[src/rtl/seg7_disp_regs.sv]
// ---------------------------------------------------------------------------
// seg7_disp_regs
// Memory-mapped register block feeding the 8-digit 7-segment scan driver.
// The CPU stages a 64-bit display word plus a mode bit. A commit write
// copies both into the committed registers in a single cycle, so the driver
// never shows a half-updated value. An optional blink function blanks the
// display periodically by forcing raw mode with every segment off.
//
// Ports:
//   clk        in   1   system clock
//   rstn       in   1   asynchronous active-low reset
//   bus_we     in   1   write strobe
//   bus_re     in   1   read strobe
//   bus_addr   in   2   word offset: 0=STAGE_LO 1=STAGE_HI 2=CTRL 3=STATUS
//   bus_wdata  in  32   write data
//   bus_wstrb  in   4   byte enables for writes
//   bus_rdata  out 32   registered read data
//   bus_rvalid out  1   read data valid, one-cycle pulse
//   disp_data  out 64   display word to the scan driver
//   disp_mode  out  1   0 = hex mode, 1 = raw segment mode
// ---------------------------------------------------------------------------
module seg7_disp_regs #(
    parameter int BLINK_DIV = 25000000,
    parameter int CNT_W     = 25
) (
    input  logic        clk,
    input  logic        rstn,
    input  logic        bus_we,
    input  logic        bus_re,
    input  logic [1:0]  bus_addr,
    input  logic [31:0] bus_wdata,
    input  logic [3:0]  bus_wstrb,
    output logic [31:0] bus_rdata,
    output logic        bus_rvalid,
    output logic [63:0] disp_data,
    output logic        disp_mode
);

    localparam logic [1:0] ADDR_STAGE_LO = 2'd0;
    localparam logic [1:0] ADDR_STAGE_HI = 2'd1;
    localparam logic [1:0] ADDR_CTRL     = 2'd2;
    localparam logic [1:0] ADDR_STATUS   = 2'd3;
    localparam logic [CNT_W-1:0] CNT_LAST = CNT_W'(BLINK_DIV - 1);

    // Replace only the bytes whose strobe bit is set.
    function automatic logic [31:0] merge_bytes(input logic [31:0] old_v,
                                                input logic [31:0] new_v,
                                                input logic [3:0]  strb);
        logic [31:0] res;
        res = old_v;
        for (int b = 0; b < 4; b++) begin
            if (strb[b]) begin
                res[8*b +: 8] = new_v[8*b +: 8];
            end else begin
                res[8*b +: 8] = old_v[8*b +: 8];
            end
        end
        return res;
    endfunction

    logic [31:0]      stage_lo_q, stage_lo_d;
    logic [31:0]      stage_hi_q, stage_hi_d;
    logic             ctrl_mode_q, ctrl_mode_d;
    logic             blink_en_q, blink_en_d;
    logic [CNT_W-1:0] blink_cnt_q, blink_cnt_d;
    logic             blink_phase_q, blink_phase_d;
    logic [7:0]       commit_cnt_q, commit_cnt_d;
    logic [63:0]      com_data_q, com_data_d;
    logic             com_mode_q, com_mode_d;
    logic [63:0]      disp_data_q, disp_data_d;
    logic             disp_mode_q, disp_mode_d;
    logic [31:0]      rdata_q, rdata_d;
    logic             rvalid_q, rvalid_d;
    logic             commit_s;

    // Next-state logic for bus registers, commit, blink timer and outputs.
    always_comb begin
        stage_lo_d    = stage_lo_q;
        stage_hi_d    = stage_hi_q;
        ctrl_mode_d   = ctrl_mode_q;
        blink_en_d    = blink_en_q;
        commit_cnt_d  = commit_cnt_q;
        com_data_d    = com_data_q;
        com_mode_d    = com_mode_q;
        commit_s      = 1'b0;

        if (bus_we) begin
            case (bus_addr)
                ADDR_STAGE_LO: stage_lo_d = merge_bytes(stage_lo_q, bus_wdata, bus_wstrb);
                ADDR_STAGE_HI: stage_hi_d = merge_bytes(stage_hi_q, bus_wdata, bus_wstrb);
                ADDR_CTRL: begin
                    if (bus_wstrb[0]) begin
                        ctrl_mode_d = bus_wdata[0];
                        blink_en_d  = bus_wdata[1];
                    end else begin
                        ctrl_mode_d = ctrl_mode_q;
                        blink_en_d  = blink_en_q;
                    end
                    commit_s = bus_wstrb[1] & bus_wdata[8];
                end
                default: begin
                    // STATUS is read-only
                    commit_s = 1'b0;
                end
            endcase
        end else begin
            commit_s = 1'b0;
        end

        // Commit uses the merged mode from this same write.
        if (commit_s) begin
            com_data_d   = {stage_hi_q, stage_lo_q};
            com_mode_d   = ctrl_mode_d;
            commit_cnt_d = commit_cnt_q + 8'd1;
        end else begin
            com_data_d   = com_data_q;
            com_mode_d   = com_mode_q;
            commit_cnt_d = commit_cnt_q;
        end

        if (blink_en_q) begin
            if (blink_cnt_q == CNT_LAST) begin
                blink_cnt_d   = {CNT_W{1'b0}};
                blink_phase_d = ~blink_phase_q;
            end else begin
                blink_cnt_d   = blink_cnt_q + {{(CNT_W-1){1'b0}}, 1'b1};
                blink_phase_d = blink_phase_q;
            end
        end else begin
            blink_cnt_d   = {CNT_W{1'b0}};
            blink_phase_d = 1'b0;
        end

        if (blink_en_q && blink_phase_q) begin
            disp_data_d = 64'hFFFF_FFFF_FFFF_FFFF;
            disp_mode_d = 1'b1;
        end else begin
            disp_data_d = com_data_q;
            disp_mode_d = com_mode_q;
        end

        // Reads see the state after any simultaneous write.
        rvalid_d = bus_re;
        if (bus_re) begin
            case (bus_addr)
                ADDR_STAGE_LO: rdata_d = stage_lo_d;
                ADDR_STAGE_HI: rdata_d = stage_hi_d;
                ADDR_CTRL:     rdata_d = {30'd0, blink_en_d, ctrl_mode_d};
                ADDR_STATUS:   rdata_d = {16'd0, commit_cnt_d, 7'd0, blink_phase_d};
                default:       rdata_d = 32'd0;
            endcase
        end else begin
            rdata_d = rdata_q;
        end
    end

    // State registers with asynchronous active-low reset.
    always_ff @(posedge clk or negedge rstn) begin
        if (!rstn) begin
            stage_lo_q    <= 32'd0;
            stage_hi_q    <= 32'd0;
            ctrl_mode_q   <= 1'b0;
            blink_en_q    <= 1'b0;
            blink_cnt_q   <= {CNT_W{1'b0}};
            blink_phase_q <= 1'b0;
            commit_cnt_q  <= 8'd0;
            com_data_q    <= 64'd0;
            com_mode_q    <= 1'b0;
            disp_data_q   <= 64'd0;
            disp_mode_q   <= 1'b0;
            rdata_q       <= 32'd0;
            rvalid_q      <= 1'b0;
        end else begin
            stage_lo_q    <= stage_lo_d;
            stage_hi_q    <= stage_hi_d;
            ctrl_mode_q   <= ctrl_mode_d;
            blink_en_q    <= blink_en_d;
            blink_cnt_q   <= blink_cnt_d;
            blink_phase_q <= blink_phase_d;
            commit_cnt_q  <= commit_cnt_d;
            com_data_q    <= com_data_d;
            com_mode_q    <= com_mode_d;
            disp_data_q   <= disp_data_d;
            disp_mode_q   <= disp_mode_d;
            rdata_q       <= rdata_d;
            rvalid_q      <= rvalid_d;
        end
    end

    assign bus_rdata  = rdata_q;
    assign bus_rvalid = rvalid_q;
    assign disp_data  = disp_data_q;
    assign disp_mode  = disp_mode_q;

endmodule

[config.mk]
export PLATFORM = sky130hd
export DESIGN_NAME = seg7_disp_regs
export DESIGN_NICKNAME = d
export VERILOG_FILES = /design/src/rtl/seg7_disp_regs.sv
export SDC_FILE = /design/constraint.sdc
export NUM_CORES = 1
export LEC_CHECK = 0
export CAP_MARGIN = 40
export CORE_MARGIN = 4
export CORE_UTILIZATION = 59
export CTS_CLUSTER_SIZE = 10
export DETAILED_ROUTE_END_ITERATION = 10
export PLACE_DENSITY = 0.95
export SYNTH_ARGS = -nofsm -noshare
export SYNTH_HDL_FRONTEND = slang
export SYNTH_SLANG_ARGS = --single-unit
[constraint.sdc]
create_clock -name clk -period 4 [get_ports clk]
set_clock_uncertainty 0.1 [all_clocks]
set_input_delay 0.4 -clock clk [delete_from_list [all_inputs] [get_ports clk]]
set_output_delay 0.4 -clock clk [all_outputs]
set_load 0.02 [all_outputs]
==> flow_summary.html <==
<table>
<tr><th>Metric</th><th>Value</th></tr>
<tr><th colspan="2">Worst setup path</th></tr>
<tr><td>Data required time at the worst endpoint</td><td>between 4000 and 5000 ps</td></tr>
<tr><td>Critical path launch point type</td><td>input pin</td></tr>
<tr><td>Crit Path Class</td><td>in -&gt; reg</td></tr>
<tr><td>Maximum fanout count along the critical path</td><td>14</td></tr>
<tr><td>CP Cell Sequence</td><td>clkdlybuf4s50_1, buf_4, nor2b_1, nand3_1, mux2_2, nor2_1, o32ai_1</td></tr>
<tr><td>Maximum cell stage delay along the critical path</td><td>just under 600 ps</td></tr>
<tr><td>Critical-path cell with the highest stage delay</td><td>clkdlybuf4s50_1</td></tr>
<tr><td>Arrival time worst endpoint</td><td>around 2800 ps</td></tr>
<tr><td>Setup crit end kind</td><td>flip-flop</td></tr>
<tr><th colspan="2">Clocking</th></tr>
<tr><td>TritonCTS clock tree</td><td>yes</td></tr>
<tr><td>H-tree levels</td><td>1</td></tr>
<tr><td>Skew-Pair Late Insertion Delay</td><td>550 ps</td></tr>
<tr><td>Clock buffer depth</td><td>3</td></tr>
<tr><td>Cell at the root of the clock tree</td><td>clkbuf_16</td></tr>
<tr><td>Buffers inserted during post-CTS setup optimization</td><td>0</td></tr>
<tr><td>Number of sinks handled by clock tree synthesis</td><td>between 200 and 300</td></tr>
<tr><td>Post-CTS clock slew at the launch and capture registers of the worst setup and hold paths</td><td>60 ps</td></tr>
<tr><td>CTS buffer count</td><td>30</td></tr>
<tr><th colspan="2">Synth</th></tr>
<tr><td>Gate Count Post-Synth</td><td>797</td></tr>
<tr><td>Flip-flop and latch count after synthesis</td><td>approximately 260</td></tr>
<tr><td>Number of distinct standard cells referenced by the synthesized netlist</td><td>47</td></tr>
<tr><td>Avg Inst Size Synth</td><td>~13 µm²</td></tr>
<tr><td>Cell taking the most area after synthesis</td><td>dfrtp_1</td></tr>
<tr><td>Proportion of netlist area held by the largest area contributor</td><td>between 60% and 70%</td></tr>
<tr><td>Sequential-to-total area share from yosys stat</td><td>63.1%</td></tr>
<tr><td>Syn_nets</td><td>approximately 840</td></tr>
<tr><td>Top cells by area in the synthesized netlist</td><td>dfrtp_1, mux2_2, nand2b_1</td></tr>
<tr><td>Number of warnings printed during yosys synthesis</td><td>0</td></tr>
<tr><td>Cell area after technology mapping</td><td>between 0.01 and 0.015 mm²</td></tr>
<tr><th colspan="2">Global route</th></tr>
<tr><td>Total global routing overflow</td><td>0</td></tr>
<tr><td>GRT busiest layer</td><td>met2</td></tr>
<tr><td>Total global-route track usage</td><td>between 20% and 30%</td></tr>
<tr><td>First-pass GRT wire length</td><td>~41000 µm</td></tr>
<tr><td>Met2 track demand over resource in global routing</td><td>44.7%</td></tr>
<tr><td>Maximum number of pins on one net before global-route repair</td><td>between 100 and 150</td></tr>
<tr><td>Met3 usage</td><td>5.80%</td></tr>
<tr><td>Antenna violations before repair</td><td>1</td></tr>
<tr><td>Met1 Resource Use GR</td><td>32.6%</td></tr>
<tr><td>Number of global-route vias before repair</td><td>between 7000 and 8000</td></tr>
<tr><th colspan="2">Layout</th></tr>
<tr><td>Share of final-layout standard cells stronger than drive strength 1</td><td>a little over a fifth</td></tr>
<tr><td>Sequential cell area</td><td>0.00658 mm²</td></tr>
<tr><td>Post-layout net count</td><td>just under 1000</td></tr>
<tr><td>Count of filler cells inserted in the layout</td><td>~1000</td></tr>
<tr><td>Multi-input logic area</td><td>0.00354 mm²</td></tr>
<tr><td>Number of antenna diodes</td><td>0</td></tr>
<tr><td>Layout overhead on the synthesized area</td><td>23.5%</td></tr>
<tr><th colspan="2">Die</th></tr>
<tr><td>Placeable core region</td><td>~0.017 mm²</td></tr>
<tr><td>Initial cell density of the core</td><td>about three fifths</td></tr>
<tr><td>Horizontal die dimension</td><td>141 µm</td></tr>
<tr><td>Die area</td><td>0.0199 mm²</td></tr>
<tr><td>FP Rows</td><td>48</td></tr>
<tr><td>Die Y-Extent</td><td>141 µm</td></tr>
<tr><td>Num ports</td><td>between 100 and 150</td></tr>
<tr><th colspan="2">Timing</th></tr>
<tr><td>Final Worst Setup Slack</td><td>1500 ps</td></tr>
<tr><td>Final critical-path share of the clock period</td><td>between 60% and 70%</td></tr>
<tr><td>Tightest slew margin relative to the limit</td><td>37.2%</td></tr>
<tr><td>Total count of max-transition violations in the final report</td><td>0</td></tr>
<tr><td>Slew of the pin with the lowest slew margin</td><td>approximately 940 ps</td></tr>
<tr><td>Endpoints failing hold</td><td>0</td></tr>
<tr><td>Sum of negative setup slack</td><td>0 ps</td></tr>
<tr><td>Highest achievable clock rate</td><td>~0.4 GHz</td></tr>
<tr><td>Unrepaired setup endpoints after global routing</td><td>false</td></tr>
<tr><td>Final-report setup violation count</td><td>0</td></tr>
<tr><td>Shortest period the worst path allows</td><td>2500 ps</td></tr>
<tr><th colspan="2">Pwr</th></tr>
<tr><td>Sequential Power Share</td><td>between 40% and 50%</td></tr>
<tr><td>Design internal power</td><td>between 0.005 and 0.006 W</td></tr>
<tr><td>Max VDD drop</td><td>about 0.39 mV</td></tr>
<tr><td>Power share of the clock group</td><td>30.7%</td></tr>
<tr><td>Combinational share of power</td><td>23.1%</td></tr>
<tr><td>Power per Cell Area</td><td>612 mW/mm²</td></tr>
<tr><td>Static Leakage</td><td>between 5 and 6 nW</td></tr>
<tr><td>Proportion of total power due to net switching</td><td>roughly 29%</td></tr>
<tr><td>Switching component of the power</td><td>0.00225 W</td></tr>
<tr><th colspan="2">Drt</th></tr>
<tr><td>Initial DRT Pass Iterations</td><td>6</td></tr>
<tr><td>Routed length per instance</td><td>approximately 22 µm</td></tr>
<tr><td>Count of vias placed by the detailed router</td><td>around 6900</td></tr>
<tr><td>Initial DRC count</td><td>approximately 550</td></tr>
<tr><td>Count of antenna-violating nets left after detailed routing</td><td>0</td></tr>
<tr><td>Remaining design rule violation count</td><td>0</td></tr>
<tr><td>Overall routed net length</td><td>about 26000 µm</td></tr>
<tr><td>Vias per std cell</td><td>roughly 5.9</td></tr>
<tr><th colspan="2">Placement</th></tr>
<tr><td>Placer Congestion</td><td>roughly 0.85</td></tr>
<tr><td>Count of input and output buffers</td><td>around 140</td></tr>
<tr><td>Worst setup slack before clock tree synthesis</td><td>approximately 1100 ps</td></tr>
<tr><td>Final HPWL from detailed placement</td><td>roughly 15000 µm</td></tr>
<tr><th colspan="2">Hold path</th></tr>
<tr><td>Worst hold-check path type</td><td>in -&gt; reg</td></tr>
<tr><th colspan="2">Run status</th></tr>
<tr><td>Status</td><td>finished clean</td></tr>
<tr><th colspan="2">Job</th></tr>
<tr><td>Max Cap Viol</td><td>0</td></tr>
</table>
==> power groups by stage <==
| stage | sequential, W | combinational (W) | clock (W) |
|---|---|---|---|
| global placement | 0.00362 | 0.00170 | 0 |
| detailed placement | 0.00365 | 0.00178 | 0 |
| CTS | 0.00364 | 0.00183 | 0.00244 |
| finish | 0.00364 | 0.00182 | 0.00242 |
| global route | 0.00371 | 0.00193 | 0.00255 |
| floorplan | 0.00387 | 0.000682 | 0 |
==> path summary, 6_finish.rpt <==
path | slack, ps | to | cells after the start | startpoint
worst max-delay path | 1500 | bus_rdata[30] | 7 | bus_addr[1]
worst min-delay path | 280 | bus_rvalid | 2 | bus_re
worst max register to register | 1770 | blink_cnt_q[14] | 7 | blink_cnt_q[0]
worst min register to register | 360 | disp_data[49] | 1 | com_data_q[49]
max in group asynchronous | 2370 | disp_data[13] | 3 | rstn
min in group asynchronous | 400 | disp_data[51] | 2 | rstn
==> per-layer routing <==
metal,vias to the layer above,share of wire [%]
met5,-,0.047
met4,2,4.3
met3,105,6.7
met2,305,51
met1,3546,38
li1,2981,-
==> registers in the layout, summed over array words and instances, names as in the netlist <==
register / flops
com_data_q: 64
stage_lo_q: 32
com_mode_q: 1
disp_data: 64
disp_mode: 1
blink_en_q: 1
bus_rdata: 32
ctrl_mode_q: 1
stage_hi_q: 32
blink_phase_q: 1
bus_rvalid: 1
blink_cnt_q: 25
commit_cnt_q: 8
==> stage by stage <==
stage | hold WS, ps | instances | util [%] | power (W) | instance area [µm²]
after CTS | 259 | 1167 | 74.4 | 0.00791 | 12900
after detailed placement | 346 | 1132 | 69.6 | 0.00543 | 12000
after floorplan | 4.41 | 797 | - | 0.00455 | 10400
final | 279 | 1167 | 74.4 | 0.00788 | 12900
after global placement | 340 | 1130 | 69.4 | 0.00532 | 12000
after global routing | 291 | 1167 | 74.4 | 0.00819 | 12900
==> repair_timing <==
| action | in CTS | in global routing |
|---|---|---|
| hold buffers | 1 | 0 |
| endpoints found under the hold margin | 122 | 0 |
| gates resized for setup | 0 | 0 |
==> Yosys cell counts (all sizes together) <==
library cell    n
or4             1
mux2i           8
ha              2
and4            2
xor2           13
o32ai          22
xnor2          17
dfrtp         263
or3             1
and2            2
inv            28
nand4          10
buf            22
o22a            1
a211oi          8
nor3            3
or2             3
a222oi          1
clkbuf         20
a21boi          2
nor4            5
o21ai           5
a221oi          2
a21oi          17
nor4bb          1
and3            8
nand2          18
nand3          14
nand2b         67
nor2b           3
nand3b          2
nor2           92
mux2          133
a21o            1
==> final cells by class <==
cell class | instances | area share, %
Sequential cell | 263 | 51.1
Multi-Input combinational cell | 464 | 27.5
Timing Repair Buffer | 153 | 11.9
Clock buffer | 32 | 5.97
Tap cell | 225 | 2.19
Inverter | 28 | 0.817
Clock inverter | 2 | 0.467
==> cell usage in the layout, fill, tap and decap left out, types with 7 or more instances in the layout <==
master and n:
dfrtp_1 263, clkdlybuf4s50_1 136, mux2_2 132, nor2_1 88
nand2b_1 67, clkbuf_16 30, inv_1 27, o32ai_1 22
xnor2_1 17, nand2_1 17, a21oi_1 17, nand3_1 14
xor2_1 13, buf_4 9, nand4_1 8, mux2i_1 8
a211oi_1 8, and3_1 7
==> cells by family after synthesis <==
family                   after synthesis  share of synthesized area, %
buffers and inverters                 70                          3.01
multiplexers                         141                          15.2
AND/OR/NAND/NOR                      232                          11.9
flip-flops                           263                          63.1
adder cells (fa/ha/maj)                2                         0.240
XOR/XNOR                              30                          2.52
AO/OA/AOI/OAI                         59                          4.05
==> critical path, delay by kind of cell <==
kind | cells | cell delay (ps)
muxes | 1 | 400
buffers and inverters | 2 | 870
AOI/OAI and AO/OA | 1 | 340
and+or+nand+nor | 3 | 820
No activity file was read; power rests on OpenSTA's default activity.
